[src/rtl/btn_inst_issue_pkg.sv]
// Shared defaults, counter type and sizing helper for the front-panel instruction issuer.
package btn_inst_issue_pkg;

    localparam int DEF_NUM_BTN    = 2;
    localparam int DEF_INST_W     = 8;
    localparam int DEF_DIV_W      = 17;
    localparam int DEF_STABLE_N   = 2;
    localparam int DEF_FIFO_DEPTH = 4;
    localparam int DEF_PREFIX_W   = 2;

    // Wide enough for the largest legal button count and prefix width.
    localparam logic [7:0]  DEF_BTN_RAW_MASK = 8'b0000_0001;
    localparam logic [63:0] DEF_BTN_PREFIX   = 64'h0000_0000_0000_000C;

    localparam int CNT_W = 8;
    typedef logic [CNT_W-1:0] cnt_t;
    localparam cnt_t CNT_MAX = 8'hFF;

    // Ceiling log2, never below 1 so index vectors always have a bit.
    function automatic int log2_ceil(input int value);
        int r;
        r = 0;
        for (int i = 0; i < 31; i++) begin
            if ((1 << i) < value) begin
                r = i + 1;
            end
        end
        return (r < 1) ? 1 : r;
    endfunction

endpackage

[src/rtl/btn_inst_issue_debounce.sv]
// One button: 2-flop synchroniser, tick-sampled history, accepted level and a 1-clk press pulse.
module btn_inst_issue_debounce
    import btn_inst_issue_pkg::*;
#(
    parameter int STABLE_N = DEF_STABLE_N
) (
    input  logic clk,
    input  logic rst,
    input  logic i_tick,
    input  logic i_btn,
    output logic o_press
);

    logic                sync1_q, sync1_d;
    logic                sync2_q, sync2_d;
    logic [STABLE_N-2:0] hist_q, hist_d;
    logic [STABLE_N-1:0] window_s;
    logic                level_q, level_d;
    logic                press_q, press_d;

    // Previous STABLE_N-1 samples plus the current one form the stability window.
    always_comb begin
        sync1_d  = i_btn;
        sync2_d  = sync1_q;
        window_s = {hist_q, sync2_q};
        hist_d   = hist_q;
        level_d  = level_q;
        press_d  = 1'b0;
        if (i_tick) begin
            hist_d = window_s[STABLE_N-2:0];
            if ((&window_s) && !level_q) begin
                level_d = 1'b1;
                press_d = 1'b1;
            end else if (!(|window_s) && level_q) begin
                level_d = 1'b0;
                press_d = 1'b0;
            end else begin
                level_d = level_q;
                press_d = 1'b0;
            end
        end else begin
            hist_d  = hist_q;
            level_d = level_q;
            press_d = 1'b0;
        end
    end

    // Synchroniser, history and accepted-level state.
    always_ff @(posedge clk or posedge rst) begin
        if (rst) begin
            sync1_q <= 1'b0;
            sync2_q <= 1'b0;
            hist_q  <= '0;
            level_q <= 1'b0;
            press_q <= 1'b0;
        end else begin
            sync1_q <= sync1_d;
            sync2_q <= sync2_d;
            hist_q  <= hist_d;
            level_q <= level_d;
            press_q <= press_d;
        end
    end

    assign o_press = press_q;

endmodule

[src/rtl/btn_inst_issue.sv]
// Front-panel instruction issuer: debounced buttons become instruction words queued in a FIFO
// and handed to the sequencer over valid/ready, with issue and drop counters.
module btn_inst_issue
    import btn_inst_issue_pkg::*;
#(
    parameter int                           NUM_BTN      = DEF_NUM_BTN,
    parameter int                           INST_W       = DEF_INST_W,
    parameter int                           DIV_W        = DEF_DIV_W,
    parameter int                           STABLE_N     = DEF_STABLE_N,
    parameter int                           FIFO_DEPTH   = DEF_FIFO_DEPTH,
    parameter int                           PREFIX_W     = DEF_PREFIX_W,
    parameter logic [NUM_BTN-1:0]           BTN_RAW_MASK = DEF_BTN_RAW_MASK[NUM_BTN-1:0],
    parameter logic [NUM_BTN*PREFIX_W-1:0]  BTN_PREFIX   = DEF_BTN_PREFIX[NUM_BTN*PREFIX_W-1:0]
) (
    input  logic              clk,
    input  logic              rst,
    input  logic [NUM_BTN-1:0] i_btn,
    input  logic [INST_W-1:0] i_sw,
    output logic [INST_W-1:0] o_inst,
    output logic              o_inst_valid,
    input  logic              i_inst_ready,
    output logic [CNT_W-1:0]  o_inst_cnt,
    output logic [CNT_W-1:0]  o_drop_cnt
);

    localparam int AW     = log2_ceil(FIFO_DEPTH);
    localparam int PW     = AW + 1;
    localparam int BIDX_W = log2_ceil(NUM_BTN);
    localparam int LOW_W  = INST_W - PREFIX_W;

    logic [DIV_W-1:0]    div_q, div_d;
    logic                tick_s;
    logic [INST_W-1:0]   sw_sync1_q, sw_sync1_d;
    logic [INST_W-1:0]   sw_sync2_q, sw_sync2_d;
    logic [INST_W-1:0]   sw_dly_q, sw_dly_d;
    logic [INST_W-1:0]   sw_cap_q, sw_cap_d;
    logic [NUM_BTN-1:0]  press_s;
    logic [NUM_BTN-1:0]  pending_q, pending_d;
    logic [NUM_BTN-1:0]  grant_oh_s;
    logic [BIDX_W-1:0]   grant_idx_s;
    logic                push_req_s;
    logic [PREFIX_W-1:0] prefix_s;
    logic [INST_W-1:0]   word_s;
    logic [INST_W-1:0]   mem_q [FIFO_DEPTH];
    logic [INST_W-1:0]   mem_d [FIFO_DEPTH];
    logic [PW-1:0]       wr_ptr_q, wr_ptr_d;
    logic [PW-1:0]       rd_ptr_q, rd_ptr_d;
    logic                empty_s, full_s, pop_s, push_s, drop_s;
    cnt_t                inst_cnt_q, inst_cnt_d;
    cnt_t                drop_cnt_q, drop_cnt_d;

    for (genvar b = 0; b < NUM_BTN; b++) begin : g_btn
        btn_inst_issue_debounce #(
            .STABLE_N (STABLE_N)
        ) u_debounce (
            .clk     (clk),
            .rst     (rst),
            .i_tick  (tick_s),
            .i_btn   (i_btn[b]),
            .o_press (press_s[b])
        );
    end

    assign tick_s = &div_q;

    // Divider and switch path. The press pulse lags the accepting tick by one clk, so the
    // extra delay stage hands sw_cap the value the synchroniser held at that tick.
    always_comb begin
        div_d      = div_q + DIV_W'(1);
        sw_sync1_d = i_sw;
        sw_sync2_d = sw_sync1_q;
        sw_dly_d   = sw_sync2_q;
        if (|press_s) begin
            sw_cap_d = sw_dly_q;
        end else begin
            sw_cap_d = sw_cap_q;
        end
    end

    // Lowest pending button wins; its word is either raw switches or prefixed low bits.
    always_comb begin
        grant_idx_s = '0;
        for (int i = NUM_BTN - 1; i >= 0; i--) begin
            grant_idx_s = pending_q[i] ? BIDX_W'(i) : grant_idx_s;
        end
        push_req_s = |pending_q;
        grant_oh_s = pending_q & (~pending_q + NUM_BTN'(1));
        prefix_s   = BTN_PREFIX[int'(grant_idx_s) * PREFIX_W +: PREFIX_W];
        if (BTN_RAW_MASK[grant_idx_s]) begin
            word_s = sw_cap_q;
        end else begin
            word_s = {prefix_s, sw_cap_q[LOW_W-1:0]};
        end
        pending_d = (pending_q & ~grant_oh_s) | press_s;
    end

    // FIFO control: a full FIFO still accepts a push when the head leaves in the same clk.
    always_comb begin
        empty_s  = (wr_ptr_q == rd_ptr_q);
        full_s   = (wr_ptr_q[AW] != rd_ptr_q[AW]) && (wr_ptr_q[AW-1:0] == rd_ptr_q[AW-1:0]);
        pop_s    = !empty_s && i_inst_ready;
        push_s   = push_req_s && (!full_s || pop_s);
        drop_s   = push_req_s && full_s && !pop_s;
        mem_d    = mem_q;
        wr_ptr_d = wr_ptr_q;
        rd_ptr_d = rd_ptr_q;
        if (push_s) begin
            mem_d[wr_ptr_q[AW-1:0]] = word_s;
            wr_ptr_d                = wr_ptr_q + PW'(1);
        end else begin
            wr_ptr_d = wr_ptr_q;
        end
        if (pop_s) begin
            rd_ptr_d = rd_ptr_q + PW'(1);
        end else begin
            rd_ptr_d = rd_ptr_q;
        end
    end

    // Issue counter wraps; drop counter sticks at its maximum.
    always_comb begin
        inst_cnt_d = inst_cnt_q;
        drop_cnt_d = drop_cnt_q;
        if (pop_s) begin
            inst_cnt_d = inst_cnt_q + 8'd1;
        end else begin
            inst_cnt_d = inst_cnt_q;
        end
        if (drop_s && (drop_cnt_q != CNT_MAX)) begin
            drop_cnt_d = drop_cnt_q + 8'd1;
        end else begin
            drop_cnt_d = drop_cnt_q;
        end
    end

    // Divider, switch synchroniser and arbitration state.
    always_ff @(posedge clk or posedge rst) begin
        if (rst) begin
            div_q      <= '0;
            sw_sync1_q <= '0;
            sw_sync2_q <= '0;
            sw_dly_q   <= '0;
            sw_cap_q   <= '0;
            pending_q  <= '0;
        end else begin
            div_q      <= div_d;
            sw_sync1_q <= sw_sync1_d;
            sw_sync2_q <= sw_sync2_d;
            sw_dly_q   <= sw_dly_d;
            sw_cap_q   <= sw_cap_d;
            pending_q  <= pending_d;
        end
    end

    // FIFO storage, pointers and counters.
    always_ff @(posedge clk or posedge rst) begin
        if (rst) begin
            for (int i = 0; i < FIFO_DEPTH; i++) begin
                mem_q[i] <= '0;
            end
            wr_ptr_q   <= '0;
            rd_ptr_q   <= '0;
            inst_cnt_q <= '0;
            drop_cnt_q <= '0;
        end else begin
            mem_q      <= mem_d;
            wr_ptr_q   <= wr_ptr_d;
            rd_ptr_q   <= rd_ptr_d;
            inst_cnt_q <= inst_cnt_d;
            drop_cnt_q <= drop_cnt_d;
        end
    end

    assign o_inst_valid = !empty_s;
    assign o_inst       = empty_s ? '0 : mem_q[rd_ptr_q[AW-1:0]];
    assign o_inst_cnt   = inst_cnt_q;
    assign o_drop_cnt   = drop_cnt_q;

endmodule
[config.mk]
export PLATFORM = sky130hd
export DESIGN_NAME = btn_inst_issue
export DESIGN_NICKNAME = d
export VERILOG_FILES = /design/src/rtl/btn_inst_issue_pkg.sv /design/src/rtl/btn_inst_issue_debounce.sv /design/src/rtl/btn_inst_issue.sv
export SDC_FILE = /design/constraint.sdc
export NUM_CORES = 1
export LEC_CHECK = 0
export BUFFER_PORTS_ARGS = -buffer_cell sky130_fd_sc_hd__buf_2
export CAP_MARGIN = 40
export CORE_MARGIN = 2
export CORE_UTILIZATION = 35
export CTS_BUF_LIST = sky130_fd_sc_hd__clkbuf_8
export CTS_CLUSTER_SIZE = 24
export DETAILED_ROUTE_END_ITERATION = 16
export SYNTH_ARGS = -nofsm -noshare
export SYNTH_HDL_FRONTEND = slang
export SYNTH_SLANG_ARGS = --single-unit
[constraint.sdc]
create_clock -name clk -period 7 [get_ports clk]
set_clock_uncertainty 0.1 [all_clocks]
set_input_delay 0.7 -clock clk [delete_from_list [all_inputs] [get_ports clk]]
set_output_delay 0.7 -clock clk [all_outputs]
set_load 0.05 [all_outputs]
==> Word-level counts from Yosys, hierarchy flattened <==
Index checks and enable logic that the tools add are counted.
{ "word_totals": {"ff_bits": 115, "inputBits": 13, "output_inout_bits": 25, "elab_cells": 96} }
{ "op_classes": {"add_sub_neg": 6, "n_lt_le_gt_ge": 4, "n_eq_ne": 4, "shifts": 1, "mux": 20, "n_bitwise": 7, "reduce_logical": 30} }
{ "op_table": {"columns": ["cell", "count"], "rows": [
  ["8-bit two-way mux", 5],
  ["18-bit AND reduction", 2],
  ["32-bit bitwise mux", 1],
  ["17-bit by 1-bit adder with 17-bit output, second input constant", 1],
  ["17-bit AND reduction", 1],
  ["8-bit by 1-bit adder with 8-bit output, second input constant", 2],
  ["8-bit binary-select mux with 2-bit select", 1],
  ["8-bit demux with 2-bit select", 1],
  ["1-bit two-way mux", 12],
  ["1-bit logical AND", 11],
  ["8-bit != test, second input constant", 1],
  ["2-bit OR reduction", 4],
  ["1-bit zero test", 7],
  ["3-bit by 1-bit adder with 3-bit output, second input constant", 2],
  ["3-bit greater-or-equal comparator, second input constant", 2],
  ["2-bit inverter with 3-bit output", 2],
  ["2-bit bitwise AND", 2],
  ["2-bit inverter", 2],
  ["2-bit AND reduction", 2],
  ["2-bit nonzero test", 2],
  ["4-bit by 3-bit indexed part select with 2-bit output, first input constant", 1],
  ["3-bit == test", 1],
  ["3-bit by 1-bit less-than comparator with 1-bit output, second input constant", 1],
  ["2-bit by 1-bit adder with 2-bit output, second input constant", 1],
  ["other kinds (5)", 5]
]} }

==> Logic depth before layout (Yosys ltp) <==
{ "depth": {"ltp_word": 6, "depth_mapped": 6, "depth_no_buf": 6} }

==> Modules after synthesis <==
A second synthesis with hierarchy kept.
{ "hier_totals": {"hier_cells": 318, "hier_area_um2": 4571.9} }
{ "by_module_without_submodules": {"columns": ["module", "n_inst", "cells_each", "area_each_um2", "seq_area_each_um2"], "rows": [
  ["btn_inst_issue", 1, 292, 4216.5, 2627.5],
  ["btn_inst_issue_debounce", 2, 13, 177.7, 125.1]
]} }

==> Least setup slack after synthesis <==
No wires, ideal clock.
{ "synth_timing": {"path_kind": "reg-to-output", "from": "register rd_ptr_q[1]", "to": "output port o_inst[0]", "arrival_time_ns": 1.701, "required_time_ns": 6.200, "setup_slack_ns": 4.499, "stages_incl_launch_ff": 5, "n_path_buf": 1, "path_cell_list": "dfrtp_1 > buf_4 > xor2_1 > nor3_1 > nor2b_1"} }
{ "synth_via": {"elab_chain_len": 5, "elab_cells_between_ends": 6, "cone_classes": "1 x eq/ne; 4 x mux; 1 x bitwise"} }
{ "synth_lines": {"columns": ["element", "line_no", "source"], "rows": [
  ["start, declared", "btn_inst_issue.sv:47", "logic [PW-1:0] rd_ptr_q, rd_ptr_d;"],
  ["start signal, assigned", "btn_inst_issue.sv:168", "rd_ptr_q <= rd_ptr_d;"],
  ["2-bit inverter with 3-bit output (not written as such)", "btn_inst_issue.sv:175", "assign o_inst = empty_s ? '0 : mem_q[rd_ptr_q[AW-1:0]];"],
  ["8-bit binary-select mux with 2-bit select", "btn_inst_issue.sv:175", null],
  ["8-bit two-way mux (not written as such) (2 in series)", "btn_inst_issue.sv:175", null],
  ["8-bit two-way mux (*)", "btn_inst_issue.sv:175", null],
  ["end, declared", "btn_inst_issue.sv:19", "output logic [INST_W-1:0] o_inst,"]
]} }
Mark *: on every way between the ends. The rest lies on a longest branch, timed or not. The select of a mux whose other input is x is not followed.

==> Final worst setup path <==
{ "layout_timing": {"from": "register rd_ptr_q[0]", "to": "output port o_inst[7]"} }
Same word-level chain as after synthesis.

==> flow_summary.yaml <==
status:
  status: "complete, no violations"
sta:
  finalCritPeriodShare_pct: 49.4
  finalWorstPathRequiredPeriod_ps: 3460
  max_freq_mhz: 289
  tightest_slew_ps: 756
  slew_headroom_pct: 49.4
  finalMaxSlewViolations: 0
  fin_tns_setup_ps: 0
  rsz0062_at_grt: "no"
  final_critical_path_setup_slack_ps: 3540
  timing.final.setup_violations: 0
  timing_hold_violations_final: 0
final_layout:
  diodes: 0
  final-seq-area_um2: 2880
  fillers: 1209
  drive_above_1_share_pct: 35.0
  multi_input_area_um2: 1720
  final_util_pct: 42.6
  flow.area_growth_from_synthesis_pct: 19.9
  number_of_nets_in_the_final_layout: 398
pwr:
  max-vdd-ir-drop_mv: 0.0960
  power.static_leakage_nw: 2.76
  cellPowerDensity_nw_per_um2: 259
synth:
  ys_warn_count: 0
  post_synth_mux_area_share_pct: 14.6
  synth_sequential_area_ratio_pct: 62.0
  synth.largest_area_cell: "sky130_fd_sc_hd__dfrtp_1"
  main_combinational_cell_family_by_area_after_synthesis: "multiplexers"
  synthesis.area_um2: 4640
  synth.lib_cells_used.distinct: 41
  synth-adder-area-share_pct: 2.42
  synth-compound-area-share_pct: 2.94
  syn_nets: 341
  synth_xor_xnor_area_share_pct: 6.76
  post-synth-top-area-fraction_pct: 62.0
  synth_edf_count: 0
  synthesis.instances: 319
  post_synth_and_or_nand_nor_area_fraction_pct: 10.2
  postSynthAreaPerCell_um2: 14.6
  postSynth.asyncResetShare_pct: 100
  count_of_state_elements_after_synthesis: 115
  netlist_top_cells_area: "sky130_fd_sc_hd__dfrtp_1 62%, sky130_fd_sc_hd__mux2_2 11%, sky130_fd_sc_hd__xnor2_1 4.1%"
  yosys_most_used_dff: "sky130_fd_sc_hd__dfrtp_1"
clock_network:
  cts_hold_repair.buffers: 0
  cts.htree.levels: 4
  post_cts.resized_instances: 0
  cts-buffers-inserted: 17
  cts_tree: "built"
  root_buffer: "sky130_fd_sc_hd__clkbuf_8"
  clock_sink_count: 115
  clock_path_buffers: 2
  post_cts_clock_slew_at_the_launch_and_capture_registers_of_the_worst_setup_and_hold_paths_ps: 70
  clock_insertion_delay_worst_skew_ps: 430
  post-cts-setup-buffers: 0
global_route:
  antenna_found_initial: 0
  grt_start_max_net_pins: 64
  grt_overflow_total: 0
  globalRouteTotalUtil_pct: 12.7
  grt_pass1_wl_mm: 13.8
  grt_pass1_vias: 2802
worst_setup_path:
  slowest_delay_ps: 800
  crit_top_cell: "sky130_fd_sc_hd__buf_2"
  kind_of_end_point_of_the_critical_path: "primary output"
  crit_path_max_fanout: 12
  critical_path.startpoint_type: "flip-flop"
  critPathArrivalTime_ps: 2660
  crit_chain: "xor2_1, nor3_1, buf_2, and2b_1, buf_2"
  worstSetupPathType: "flip-flop to primary output"
  required_time_at_the_endpoint_of_the_critical_path_ps: 6200
  critical_path.slowest_cell: "sky130_fd_sc_hd__dfrtp_1"
job:
  maxCapViolCount: 0
placed_design:
  globalplace.congestion: 0.777
  dpl.hpwl_mm: 5.29
  port_buffers: 37
  placement.setup.worst_slack_ps: 3900
route:
  initialDrtViolationCount: 175
  avgRoutedWirePerCell_um: 13.9
  num_vias: 2613
  detailedRoute.firstPassIterationCount: 4
  drt-vias-per-instance: 4.62
  totalWireLength_mm: 7.86
  final_antenna_net_count: 0
  drcViolationCount: 0
floorplan:
  dieArea_um2: 14200
  i_o_pin_count: 38
  design.core.area_um2: 13100
  start_util_pct: 35.5
  overall_die_width_um: 119
  dieHeight_um: 119
  row_count: 42
hold_path:
  worst_hold_path_type: "input pin to asynchronous set/reset pin"
kinds of logic (layout without fill, tap and decap cells):
kind of cell,after synthesis,count (layout)
muxes,52,52
and+or+nand+nor,84,84
buffers and inverters,10,80
AOI/OAI and AO/OA,14,14
adders and majority gates,9,9
xor gates and xnor gates,35,35
DFF,115,115
state kept, by name, indices dropped and copies added (netlist names), 3 cells and up:
register	cells
sw_cap_q	8
sw_sync1_q	8
wr_ptr_q	3
o_drop_cnt	8
rd_ptr_q	3
mem_q	32
div_q	17
o_inst_cnt	8
sw_dly_d	8
sw_dly_q	8
cells in the final DEF (no fill, tap or decap), drive strengths merged, types with 7 or more instances in the layout:
cell    count
xor2       13
nand4       7
ha          9
nand2      26
clkbuf     21
buf        40
xnor2      22
nand3      10
dfrtp     115
inv        10
nor2       12
mux2       44
mux4        8
Yosys cell counts, types with 2 or more instances:
cell and number:
sky130_fd_sc_hd__inv_1 8, sky130_fd_sc_hd__xor2_1 12, sky130_fd_sc_hd__nor3_1 5, sky130_fd_sc_hd__nand2_1 22
sky130_fd_sc_hd__mux4_2 7, sky130_fd_sc_hd__nor4_2 2, sky130_fd_sc_hd__nand4_1 5, sky130_fd_sc_hd__nand3_1 10
sky130_fd_sc_hd__and4b_1 2, sky130_fd_sc_hd__nor2_1 12, sky130_fd_sc_hd__o32ai_1 2, sky130_fd_sc_hd__xnor2_1 22
sky130_fd_sc_hd__and4_1 2, sky130_fd_sc_hd__nand4_2 2, sky130_fd_sc_hd__and2b_1 3, sky130_fd_sc_hd__mux2_2 44
sky130_fd_sc_hd__ha_1 9, sky130_fd_sc_hd__nor2b_1 5, sky130_fd_sc_hd__nand2_2 4, sky130_fd_sc_hd__a31oi_1 2
sky130_fd_sc_hd__or2b_1 3, sky130_fd_sc_hd__dfrtp_1 115, sky130_fd_sc_hd__a41oi_1 3
per-stage QoR:
| step | power [mW] | area (um^2) | hold slack, ps | cells |
|---|---|---|---|---|
| after detailed placement | 0.709 | 5070 | 235 | 533 |
| after global routing | 1.51 | 5570 | 143 | 565 |
| final | 1.44 | 5570 | 145 | 565 |
| after floorplan | 0.698 | 4640 | 231 | 319 |
| after global placement | 0.706 | 5040 | 231 | 531 |
| after CTS | 1.47 | 5570 | 126 | 565 |
metal layers:
layer  GRT usage (%)  wire, um  share of wire [%]  vias up
met4            6.40       171                2.2        0
met3            4.93       324                4.1       15
met5               0         0                  0        -
met2            19.6      3790                 48       38
li1                -         -                  -     1248
met1            15.5      3570                 45     1312
report_power, final:
group          internal [mW]  total (mW)  switching, mW
Sequential             0.673       0.675        0.00252
Clock                  0.494       0.749          0.255
Combinational        0.00503      0.0197         0.0147
area by class of cell:
class	count	area share, %
tap	176	3.96
timing repair buffer	40	4.04
sequential	115	51.7
clock buffer	21	5.19
clock inverter	11	3.69
multi-input combinational	194	30.9
inverter	8	0.584
path summary, 6_finish.rpt:
kind / from / endpoint / slack [ps] / cells past startpoint
max in group asynchronous: rst / mem_q[30]$_DFFE_PP0P_ / 5640 / 4
worst min-delay path: rst / sw_sync1_q[4]$_DFF_PP0_ / 150 / 2
min in group clk: sw_dly_d[0]$_DFF_PP0_ / sw_dly_q[0]$_DFF_PP0_ / 250 / 0
worst max register to register: rd_ptr_q[0]$_DFFE_PP0P_ / mem_q[5]$_DFFE_PP0P_ / 4680 / 4
worst min register to register: sw_dly_d[0]$_DFF_PP0_ / sw_dly_q[0]$_DFF_PP0_ / 250 / 0
worst max-delay path: rd_ptr_q[0]$_DFFE_PP0P_ / o_inst[7] / 3540 / 5
critical path: cells and delay by family (launching register included):
| family | cells | cell delay (ps) |
|---|---|---|
| XOR/XNOR | 1 | 220 |
| buffers and inverters | 2 | 470 |
| flip-flops | 1 | 800 |
| AND/OR/NAND/NOR | 2 | 730 |
Note: power is estimated with default switching activity, not from simulation.
